==> src/rtl/lcd_frame_arbiter_if.sv <==
// Client, status and byte-stream signals between the LCD frame arbiter and its
// two display clients plus the downstream byte-write engine.
interface lcd_frame_arbiter_if;
    logic        a_req;
    logic [31:0] a_line1;
    logic [31:0] a_line2;
    logic        a_gnt;
    logic        b_req;
    logic [31:0] b_line1;
    logic [31:0] b_line2;
    logic        b_gnt;
    logic        wr_valid;
    logic        wr_rs;
    logic [7:0]  wr_data;
    logic        wr_ready;
    logic        init_done;
    logic        owner;
    logic        frame_done;

    modport master (
        input  a_req, a_line1, a_line2, b_req, b_line1, b_line2, wr_ready,
        output a_gnt, b_gnt, wr_valid, wr_rs, wr_data, init_done, owner, frame_done
    );

    modport slave (
        output a_req, a_line1, a_line2, b_req, b_line1, b_line2, wr_ready,
        input  a_gnt, b_gnt, wr_valid, wr_rs, wr_data, init_done, owner, frame_done
    );
endinterface

==> src/rtl/lcd_frame_arbiter.sv <==
// HD44780 sequencer: power-up init, then round-robin sharing of a 2x16 LCD
// between two clients, streaming each frame as command/data bytes.
module lcd_frame_arbiter #(
    parameter int POR_CYCLES = 750000,
    parameter int CLR_CYCLES = 82000,
    parameter int GAP_CYCLES = 50000,
    parameter int CNT_W      = 20
) (
    input  logic clk,
    input  logic rst,
    lcd_frame_arbiter_if.master bus
);
    typedef enum logic [2:0] {POR_WAIT, INIT, CLR_WAIT, IDLE, GRANT, STREAM, GAP} state_t;

    localparam logic [5:0] LAST_BYTE = 6'd33;

    state_t       state, state_next;
    logic [CNT_W-1:0] cnt;
    logic [CNT_W:0]   wait_limit;
    logic         wait_done;
    logic [1:0]   init_idx;
    logic [5:0]   byte_idx;
    logic [31:0]  snap_line1, snap_line2;
    logic         owner_q, gnt_sel, init_done_q, frame_done_q;
    logic         accept, arb_sel;
    logic         wr_valid, wr_rs;
    logic [7:0]   wr_data, init_byte, stream_byte;
    logic         line2;
    logic [4:0]   pos;
    logic [2:0]   nib_k;
    logic [31:0]  line_value;
    logic [3:0]   nib;

    function automatic logic [7:0] hex_char(input logic [3:0] n);
        return (n < 4'd10) ? 8'h30 + {4'h0, n} : 8'h37 + {4'h0, n};
    endfunction

    // Wait states end on the cycle where cnt+1 reaches the limit, so a limit of 0 still costs one cycle.
    always_comb begin
        case (state)
            POR_WAIT: wait_limit = (CNT_W+1)'(POR_CYCLES);
            CLR_WAIT: wait_limit = (CNT_W+1)'(CLR_CYCLES);
            default:  wait_limit = (CNT_W+1)'(GAP_CYCLES);
        endcase
    end
    assign wait_done = ({1'b0, cnt} + 1'b1) >= wait_limit;

    assign accept  = bus.wr_ready && (state == INIT || state == STREAM);
    assign arb_sel = (bus.a_req && bus.b_req) ? ~owner_q : bus.b_req;

    always_comb begin
        case (init_idx)
            2'd0:    init_byte = 8'h38;
            2'd1:    init_byte = 8'h0C;
            2'd2:    init_byte = 8'h01;
            default: init_byte = 8'h06;
        endcase
    end

    // Frame byte: position within the current line selects cmd, label or hex digit.
    assign line2      = byte_idx >= 6'd17;
    assign pos        = line2 ? 5'(byte_idx - 6'd17) : byte_idx[4:0];
    assign line_value = line2 ? snap_line2 : snap_line1;
    assign nib_k      = 3'(pos - 5'd9);
    assign nib        = 4'(line_value >> {3'd7 - nib_k, 2'b00});

    always_comb begin
        if (pos == 5'd0)      stream_byte = line2 ? 8'hC0 : 8'h80;
        else if (pos == 5'd1) stream_byte = owner_q ? 8'h42 : 8'h41;
        else if (pos == 5'd2) stream_byte = line2 ? 8'h32 : 8'h31;
        else if (pos == 5'd3) stream_byte = 8'h3A;
        else if (pos <= 5'd8) stream_byte = 8'h20;
        else                  stream_byte = hex_char(nib);
    end

    // NOTE: every output of this block gets a default first, so no path can infer a latch.
    always_comb begin
        state_next = state;
        wr_valid   = 1'b0;
        wr_rs      = 1'b0;
        wr_data    = 8'h00;
        bus.a_gnt  = 1'b0;
        bus.b_gnt  = 1'b0;
        case (state)
            POR_WAIT: if (wait_done) state_next = INIT;
            INIT: begin
                wr_valid = 1'b1;
                wr_data  = init_byte;
                if (accept && init_idx == 2'd2)      state_next = CLR_WAIT;
                else if (accept && init_idx == 2'd3) state_next = IDLE;
            end
            CLR_WAIT: if (wait_done) state_next = INIT;
            IDLE:     if (bus.a_req || bus.b_req) state_next = GRANT;
            GRANT: begin
                bus.a_gnt  = ~gnt_sel;
                bus.b_gnt  = gnt_sel;
                state_next = STREAM;
            end
            STREAM: begin
                wr_valid = 1'b1;
                wr_rs    = (pos != 5'd0);
                wr_data  = stream_byte;
                if (accept && byte_idx == LAST_BYTE) state_next = GAP;
            end
            GAP:      if (wait_done) state_next = IDLE;
            default:  state_next = POR_WAIT;
        endcase
    end

    // NOTE: sequential state uses non-blocking assignments so every register samples pre-edge values.
    always_ff @(posedge clk or negedge rst) begin
        if (!rst) begin
            state        <= POR_WAIT;
            cnt          <= '0;
            init_idx     <= 2'd0;
            byte_idx     <= 6'd0;
            snap_line1   <= 32'h0;
            snap_line2   <= 32'h0;
            owner_q      <= 1'b1;
            gnt_sel      <= 1'b0;
            init_done_q  <= 1'b0;
            frame_done_q <= 1'b0;
        end else begin
            state        <= state_next;
            frame_done_q <= (state == STREAM) && accept && (byte_idx == LAST_BYTE);
            if (state_next != state)
                cnt <= '0;
            else if (state == POR_WAIT || state == CLR_WAIT || state == GAP)
                cnt <= cnt + 1'b1;
            if (state == INIT && accept) begin
                init_idx <= init_idx + 2'd1;
                if (init_idx == 2'd3) init_done_q <= 1'b1;
            end
            // Owner and snapshot move together on entry to GRANT; later input changes are ignored.
            if (state == IDLE && state_next == GRANT) begin
                gnt_sel    <= arb_sel;
                owner_q    <= arb_sel;
                snap_line1 <= arb_sel ? bus.b_line1 : bus.a_line1;
                snap_line2 <= arb_sel ? bus.b_line2 : bus.a_line2;
                byte_idx   <= 6'd0;
            end else if (state == STREAM && accept) begin
                byte_idx <= byte_idx + 6'd1;
            end
        end
    end

    assign bus.wr_valid   = wr_valid;
    assign bus.wr_rs      = wr_rs;
    assign bus.wr_data    = wr_data;
    assign bus.init_done  = init_done_q;
    assign bus.owner      = owner_q;
    assign bus.frame_done = frame_done_q;
endmodule

==> src/flat_wrapper.sv <==
// flat-port wrapper written by rule: the top's interface ports become plain ports
module lcd_frame_arbiter_flat 
#(
    parameter int POR_CYCLES = 750000,
    parameter int CLR_CYCLES = 82000,
    parameter int GAP_CYCLES = 50000,
    parameter int CNT_W      = 20
)
  (clk, rst, bus_a_req, bus_a_line1, bus_a_line2, bus_b_req, bus_b_line1, bus_b_line2, bus_wr_ready, bus_a_gnt, bus_b_gnt, bus_wr_valid, bus_wr_rs, bus_wr_data, bus_init_done, bus_owner, bus_frame_done);
  lcd_frame_arbiter_if bus_i ();
  input  logic clk;
  input  logic rst;
  input wire logic [$bits(bus_i.a_req)-1:0] bus_a_req;
  input wire logic [$bits(bus_i.a_line1)-1:0] bus_a_line1;
  input wire logic [$bits(bus_i.a_line2)-1:0] bus_a_line2;
  input wire logic [$bits(bus_i.b_req)-1:0] bus_b_req;
  input wire logic [$bits(bus_i.b_line1)-1:0] bus_b_line1;
  input wire logic [$bits(bus_i.b_line2)-1:0] bus_b_line2;
  input wire logic [$bits(bus_i.wr_ready)-1:0] bus_wr_ready;
  output wire logic [$bits(bus_i.a_gnt)-1:0] bus_a_gnt;
  output wire logic [$bits(bus_i.b_gnt)-1:0] bus_b_gnt;
  output wire logic [$bits(bus_i.wr_valid)-1:0] bus_wr_valid;
  output wire logic [$bits(bus_i.wr_rs)-1:0] bus_wr_rs;
  output wire logic [$bits(bus_i.wr_data)-1:0] bus_wr_data;
  output wire logic [$bits(bus_i.init_done)-1:0] bus_init_done;
  output wire logic [$bits(bus_i.owner)-1:0] bus_owner;
  output wire logic [$bits(bus_i.frame_done)-1:0] bus_frame_done;
  assign bus_i.a_req = bus_a_req;
  assign bus_i.a_line1 = bus_a_line1;
  assign bus_i.a_line2 = bus_a_line2;
  assign bus_i.b_req = bus_b_req;
  assign bus_i.b_line1 = bus_b_line1;
  assign bus_i.b_line2 = bus_b_line2;
  assign bus_i.wr_ready = bus_wr_ready;
  assign bus_a_gnt = bus_i.a_gnt;
  assign bus_b_gnt = bus_i.b_gnt;
  assign bus_wr_valid = bus_i.wr_valid;
  assign bus_wr_rs = bus_i.wr_rs;
  assign bus_wr_data = bus_i.wr_data;
  assign bus_init_done = bus_i.init_done;
  assign bus_owner = bus_i.owner;
  assign bus_frame_done = bus_i.frame_done;
  lcd_frame_arbiter #(.POR_CYCLES(POR_CYCLES), .CLR_CYCLES(CLR_CYCLES), .GAP_CYCLES(GAP_CYCLES), .CNT_W(CNT_W)) u_core (.clk(clk), .rst(rst), .bus(bus_i));
endmodule
==> config.mk <==
export PLATFORM = sky130hd
export DESIGN_NAME = lcd_frame_arbiter_flat
export DESIGN_NICKNAME = d
export VERILOG_FILES = /design/src/rtl/lcd_frame_arbiter_if.sv /design/src/rtl/lcd_frame_arbiter.sv /design/src/flat_wrapper.sv
export SDC_FILE = /design/constraint.sdc
export NUM_CORES = 1
export LEC_CHECK = 0
export ABC_AREA = 0
export CAP_MARGIN = 20
export CORE_AREA = 2 2 145 147
export CTS_CLUSTER_DIAMETER = 30
export DETAILED_ROUTE_END_ITERATION = 10
export DIE_AREA = 0 0 147 149
export PLACE_DENSITY = 0.69
export SYNTH_ARGS = -nofsm -noshare
export SYNTH_HDL_FRONTEND = slang
export SYNTH_SLANG_ARGS = --single-unit
==> constraint.sdc <==
create_clock -name clk -period 5.16 [get_ports clk]
set_clock_uncertainty 0.1 [all_clocks]
set_input_delay 1.032 -clock clk [delete_from_list [all_inputs] [get_ports clk]]
set_output_delay 1.032 -clock clk [all_outputs]
set_load 0.02 [all_outputs]
==> results.toml, run 1 <==
[timing]
finalWorstSetupSlack_ns = 0.0441
layout_min_cycle_time_ns = 5.12
fmax_mhz = 195
hold_viol = 0
finalSetupViolCount = 0
drv_slew = 0
fin_crit_sh_pct = 99.1
rsz0062_at_grt = "yes"
slew_headroom_pct = 47.0
worstMarginPinSlew_ns = 0.794

[finish]
fin_nets = 1096
drive_gt1_share_pct = 14.5
area_delta_synth_final_pct = 34.5
seq_area_um2 = 2480
multi_input_area_um2 = 4370
fillers = 1999
fin_cells = 1219

[global_route]
grt_first_pass_wirelength_um = 32800
grt_max_degree = 109
grt.total_usage_pct = 18.7
first_global_vias = 6206
gr-total-overflow = 0
antenna_found_initial = 0

[logic_synthesis]
ys_ff_latch = 99
async_flop_share_pct = 100
synth_cell_type_count = 71
ys_seq_area_share_pct = 35.5
syn-mean-instance-area_um2 = 8.85
synthFlopType = "dfrtp_1"
synth_area_um2 = 6970
synth_edf_count = 0
synth.yosys.warnings = 0
syn-num-nets = 945
synth_cells = 788

[clocking]
cts_sinks = 99
clk_latency_ns = 0.35
numCtsBuffers = 9
cts-root-buf = "clkbuf_16"
clockBufferDepth = 2
htreeDepth = 3
path_clk_slew_ns = 0.07
tritoncts = "built"

[drt]
drtPass1Iterations = 5
drc = 0
drtIter0Drc = 454
via_count = 6266
viasPerCell = 5.14
wl_per_cell_um = 16.4
routed_wl_um = 20000
ant_nets = 0

[worst_setup_path]
cpMaxStageDelayCell = "or4b_4"
cp_common_cell = "buf_4"
cp.required_ns = 4.03
startpoint_type = "register"
startpoint = "u_core.byte_idx[0]"
cp_max_fo = 5
reg2reg_depth = 13
slowest_delay_ns = 0.48
crit_chain = "inv_2 > ha_4 > or4b_4 > a21oi_4 > nor2_1 > a21o_1 > ha_4 > buf_8 > mux2i_1 > a21oi_1 > mux2i_1 > nand4_1 > a22oi_2 > buf_4 > buf_4 > xnor2_1 > o21ai_1 > buf_4"
rrSetupSlack_ns = 1.37
cp_data_arrival_time_ns = 3.98
cp_top_family = "compound AO/OA/AOI/OAI gates"
rr_startpoint = "u_core.cnt[0]"
path_buf_inv = 5
endpoint_kind = "output port"
rr_endpoint = "u_core.cnt[6]"
critPathKind = "reg -> out"

[floorplan]
die_h_um = 149
start_util_pct = 33.9
io_pins = 148
core_um2 = 20600
rows = 53
die_area_um2 = 21900
die_x_um = 147

[pwr]
p_comb_share_pct = 70.9
p_sw_mw = 3.26
seqPwrFrac_pct = 20.1
power_density_nw_per_um2 = 769
internal_power_mw = 3.95
power.share.clock_pct = 9.1
peakVddDrop_mv = 0.503
finalPower_mw = 7.21
p_sw_share_pct = 45.2
p_leak_nw = 3.91

[placement]
pre_cts_ws_ns = -0.155
gp_congestion = 0.874
place_hpwl_um = 14800
dp_cells = 1194
port_buffers = 147

[job]
cap_violations = 0

[worst_hold_path]
holdPathEnd = "u_core.bus.init_done"
min_from = "u_core.bus.init_done"
hp-class = "reg -> reg"
whs_path_depth = 1

[run_status]
status = "finished, final reports clean"
cell usage after synthesis, drive strengths merged, types with 8 or more instances:
library cell	number	area, µm²
nand2	45	171
nand3	32	165
nor2	125	494
o21ai	20	104
dfrtp	98	2450
xor2	18	158
o211ai	9	77.6
inv	16	60.1
o22ai	8	50.1
nor3	27	146
nand2b	13	81.3
clkbuf	29	109
mux2	15	169
a21oi	90	462
mux2i	77	771
buf	23	126
xnor2	23	201
ha	24	300
what timing repair did:
action / in CTS / in global routing
hold buffers: 0 / 0
resized for setup: 31 / 30
endpoints found under the setup margin: 7 / 7
endpoints found under the hold margin: 0 / 0
pin swaps: 8 / 15
cloned: 0 / 1
setup buffers: 3 / 5
worst reg2reg max path, cell delays in order (launching register included):
cell	delay, ns
dfrtp_1	0.41
nand3_1	0.20
nor3_1	0.24
buf_4	0.17
nand4_1	0.20
nor3_1	0.45
nand3_1	0.17
xnor2_1	0.16
ha_1	0.35
nand3b_1	0.13
o21ai_2	0.07
a2111oi_4	0.47
a31oi_4	0.37
nor2_1	0.22
state kept, by name, indices dropped and copies added (netlist names):
name	flops
u_core.init_idx	2
u_core.cnt	20
u_core.bus.init_done	1
u_core.snap_line2	32
u_core.bus.frame_done	1
u_core.state	3
u_core.snap_line1	32
u_core.gnt_sel	1
u_core.byte_idx	6
u_core.bus.owner	1
layout make-up:
type	count	area share, %
clock inverter	5	0.467
multi-input combinational	620	46.6
clock buffer	10	2.44
antenna	1	0.0267
tap	275	3.67
timing repair buffer	192	19.7
sequential	99	26.4
inverter	17	0.680
how the worst max path moves through the flow:
| stage | endpoint | slack, ns | cells after the start |
|---|---|---|---|
| after floorplan | bus_wr_data[4] | 0.002 | 16 |
| after global placement | bus_wr_data[1] | -0.11 | 15 |
| after detailed placement | bus_wr_data[1] | -0.16 | 15 |
| after CTS | bus_wr_data[6] | 0.0005 | 16 |
| after global routing | bus_wr_data[0] | -0.11 | 18 |
| final | bus_wr_data[0] | 0.04 | 18 |
power by group through the flow:
stage	Clock (mW)	Sequential, mW	Combinational (mW)
finish	0.653	1.45	5.11
global route	0.699	1.49	5.52
CTS	0.669	1.44	4.56
detailed placement	0	1.45	4.31
global placement	0	1.44	4.23
floorplan	0	1.28	2.85
logic make-up after synthesis:
logic type | share of synthesized area [%]
mux | 14.8
xor+xnor | 5.15
compound gates | 16.1
simple gates | 19.8
flops | 35.5
fa+ha+maj | 4.31
buf+inv | 4.29
per-layer routing:
layer | up-vias | wire, µm | global-route usage, %
li1 | 3110 | - | -
met1 | 2964 | 9630 | 26.4
met2 | 174 | 9170 | 30.2
met3 | 18 | 876 | 2.08
met4 | 0 | 352 | 5.96
met5 | - | 0 | 0
per-stage QoR:
| stage | hold slack (ns) | area [µm²] | setup TNS (ns) | util, % |
|---|---|---|---|---|
| detailed placement | 0.371 | 8890 | -0.223 | 43.2 |
| CTS | 0.386 | 9240 | 0 | 45.0 |
| finish | 0.381 | 9380 | 0 | 45.6 |
| global route | 0.403 | 9380 | -0.273 | 45.6 |
| global placement | 0.379 | 8890 | -0.114 | 43.2 |
| floorplan | 0.384 | 6990 | 0 | - |
cell usage in the layout (no fill, tap or decap), drive strengths merged, types with 6 or more instances in the layout:
master | netlist | final
nor2b | 7 | 7
a21oi | 90 | 90
xor2 | 18 | 18
nand2b | 13 | 13
nor3 | 27 | 27
nor2 | 125 | 125
nand4 | 7 | 7
mux2 | 15 | 15
xnor2 | 23 | 23
ha | 24 | 24
o211ai | 9 | 9
buf | 23 | 49
o22ai | 8 | 8
dfrtp | 98 | 98
and2 | 6 | 6
clkbuf | 29 | 14
clkdlybuf4s50 | 0 | 139
mux2i | 77 | 77
inv | 16 | 22
nand3 | 32 | 32
o21ai | 20 | 20
nand2 | 45 | 45
Power figures use the tool's default switching activity.
==> run 2, diff against run 1 <==
CORE_AREA = 2 2 166 128   (was 2 2 145 147)
DIE_AREA = 0 0 168 130   (was 0 0 147 149)
MAX_ROUTING_LAYER = met4   (was default)
==> run 2 against run 1 <==
The flow now finishes with violations (setup timing); design area increased by 0.41%; final cell count down 0.33%; clock power is 7.4% higher; flip-flop and latch count unchanged; hold slack worse by 0.0050 ns; worst setup slack lost 0.077 ns; critical path type unchanged; highest routed layer unchanged.
==> results.toml, run 2 (synthesized netlist as in run 1, its figures left out) <==
[placement]
gp_congestion = 0.948
place_area_um2 = 8900
place_hpwl_um = 15400
port_buffers = 147

[worst_setup_path]
rr_endpoint = "u_core.cnt[4]"
cp_max_fo = 7
rrSetupSlack_ns = 1.38
endpoint_kind = "output port"
cp_data_arrival_time_ns = 4.06
reg2reg_depth = 13
critPathKind = "reg -> out"
startpoint_type = "register"
critPathCapture = "bus_wr_data[2]"
rr_startpoint = "u_core.cnt[2]"
startpoint = "u_core.byte_idx[1]"
cp.required_ns = 4.03

[clocking]
cts-root-buf = "clkbuf_16"
numCtsBuffers = 9
path_clk_slew_ns = 0.07
tritoncts = "built"
htreeDepth = 3
cts_hold_buf = 0
cts_sinks = 99
clockBufferDepth = 2
clk_latency_ns = 0.35

[floorplan]
die_h_um = 130
start_util_pct = 34.1
core_um2 = 20400
rows = 46
io_pins = 148
die_x_um = 168
die_area_um2 = 21800

[global_route]
use_met3_pct = 3.58
busiest_layer = "met1"
gr-total-overflow = 0
grt_max_degree = 121
first_global_vias = 5759
grt_first_pass_wirelength_um = 31500
use_met1_pct = 27.7
antenna_found_initial = 0
grt_use_met2_pct = 27.5
grt.total_usage_pct = 19.2

[timing]
slew_headroom_pct = 35.3
fin_crit_sh_pct = 101
finalWorstSetupSlack_ns = -0.0334
hold_viol = 0
worstMarginPinSlew_ns = 0.971
rsz0062_at_grt = "yes"
layout_min_cycle_time_ns = 5.19
drv_slew = 0
fmax_mhz = 193
finalSetupViolCount = 1

[drt]
viasPerCell = 5.27
drtIter0Drc = 525
via_count = 6397
routed_wl_um = 20400
ant_nets = 0
wl_per_cell_um = 16.8
drc = 0
drtPass1Iterations = 7

[job]
cap_violations = 0

[pwr]
peakVddDrop_mv = 0.562
finalPower_mw = 7.14
power_density_nw_per_um2 = 758
p_leak_nw = 3.95

[finish]
multi_input_area_um2 = 4340
area_delta_synth_final_pct = 35.0
fillers = 1958
fin_area_um2 = 9420
antenna_cells = 0
biggestRegsByFlops = "u_core.snap_line1 (32), u_core.snap_line2 (32), u_core.cnt (20)"
fin_nets = 1104
mostFrequentLayoutCells = "clkdlybuf4s50_1 (139), nor2_1 (113), dfrtp_1 (98), a21oi_1 (88), mux2i_1 (76)"
seq_area_um2 = 2480
final_common_cell = "clkdlybuf4s50_1"
fin_util_pct = 46.1
drive_gt1_share_pct = 15.2

[run_status]
status = "finished with violations"
failed_checks = "setup timing"

[worst_hold_path]
hp-class = "reg -> reg"
whs_path_depth = 1
run 2: worst min-delay path by stage:
| stage | start | endpoint |
|---|---|---|
| after floorplan | u_core.cnt[0] | u_core.cnt[0] |
| after global placement | u_core.bus.init_done | u_core.bus.init_done |
| after detailed placement | u_core.bus.init_done | u_core.bus.init_done |
| after CTS | u_core.bus.init_done | u_core.bus.init_done |
| after global routing | u_core.bus.init_done | u_core.bus.init_done |
| final | u_core.bus.init_done | u_core.bus.init_done |
run 2: where the power goes:
| group | leakage (nW) | switching, mW | internal, mW |
|---|---|---|---|
| clock network | 0.149 | 0.318 | 0.383 |
| registers | 1.19 | 0.354 | 1.09 |
| logic | 2.60 | 2.52 | 2.47 |
run 2: layout make-up:
type	instances	share of cell area [%]
multi-input cells	620	46.1
inverters	17	0.678
flip-flops and latches	99	26.3
clock inverters	6	0.864
well taps	264	3.51
clock buffers	9	2.39
repair buffers	200	20.2
run 2: per-stage QoR:
stage	setup TNS (ns)	std cells	hold slack [ns]	setup WS [ns]
2_1_floorplan	0	788	0.384	0.00244
3_3_place_gp	-0.114	1186	0.362	-0.114
3_5_place_dp	-0.204	1186	0.376	-0.196
4_1_cts	-0.103	1205	0.388	-0.0751
5_1_grt	-0.672	1215	0.405	-0.180
6_report	-0.0334	1215	0.376	-0.0334
run 2: repair_timing:
| item | CTS | global route |
|---|---|---|
| endpoints found under the setup margin | 7 | 7 |
| pin swaps | 4 | 18 |
| resized for setup | 22 | 38 |
| setup buffers | 4 | 10 |
run 2: critical path, stage by stage, from the launching register on:
cell	delay [ns]
dfrtp_1	0.37
inv_2	0.07
ha_2	0.17
or4b_4	0.50
a21oi_4	0.23
nor2_2	0.06
a21o_1	0.20
ha_4	0.27
buf_6	0.14
buf_4	0.13
a21oi_1	0.14
a21oi_1	0.06
mux2i_1	0.26
nand4_1	0.21
a22oi_2	0.31
buf_4	0.16
buf_4	0.10
nand4b_1	0.10
nand3_1	0.08
buf_4	0.16
run 2: metal layers:
metal	share of wire, %	vias to the layer above	wire (µm)
met2	43	213	8670
met5	0	-	0
li1	-	3117	-
met1	49	3045	9970
met3	7.0	22	1430
met4	1.5	0	306
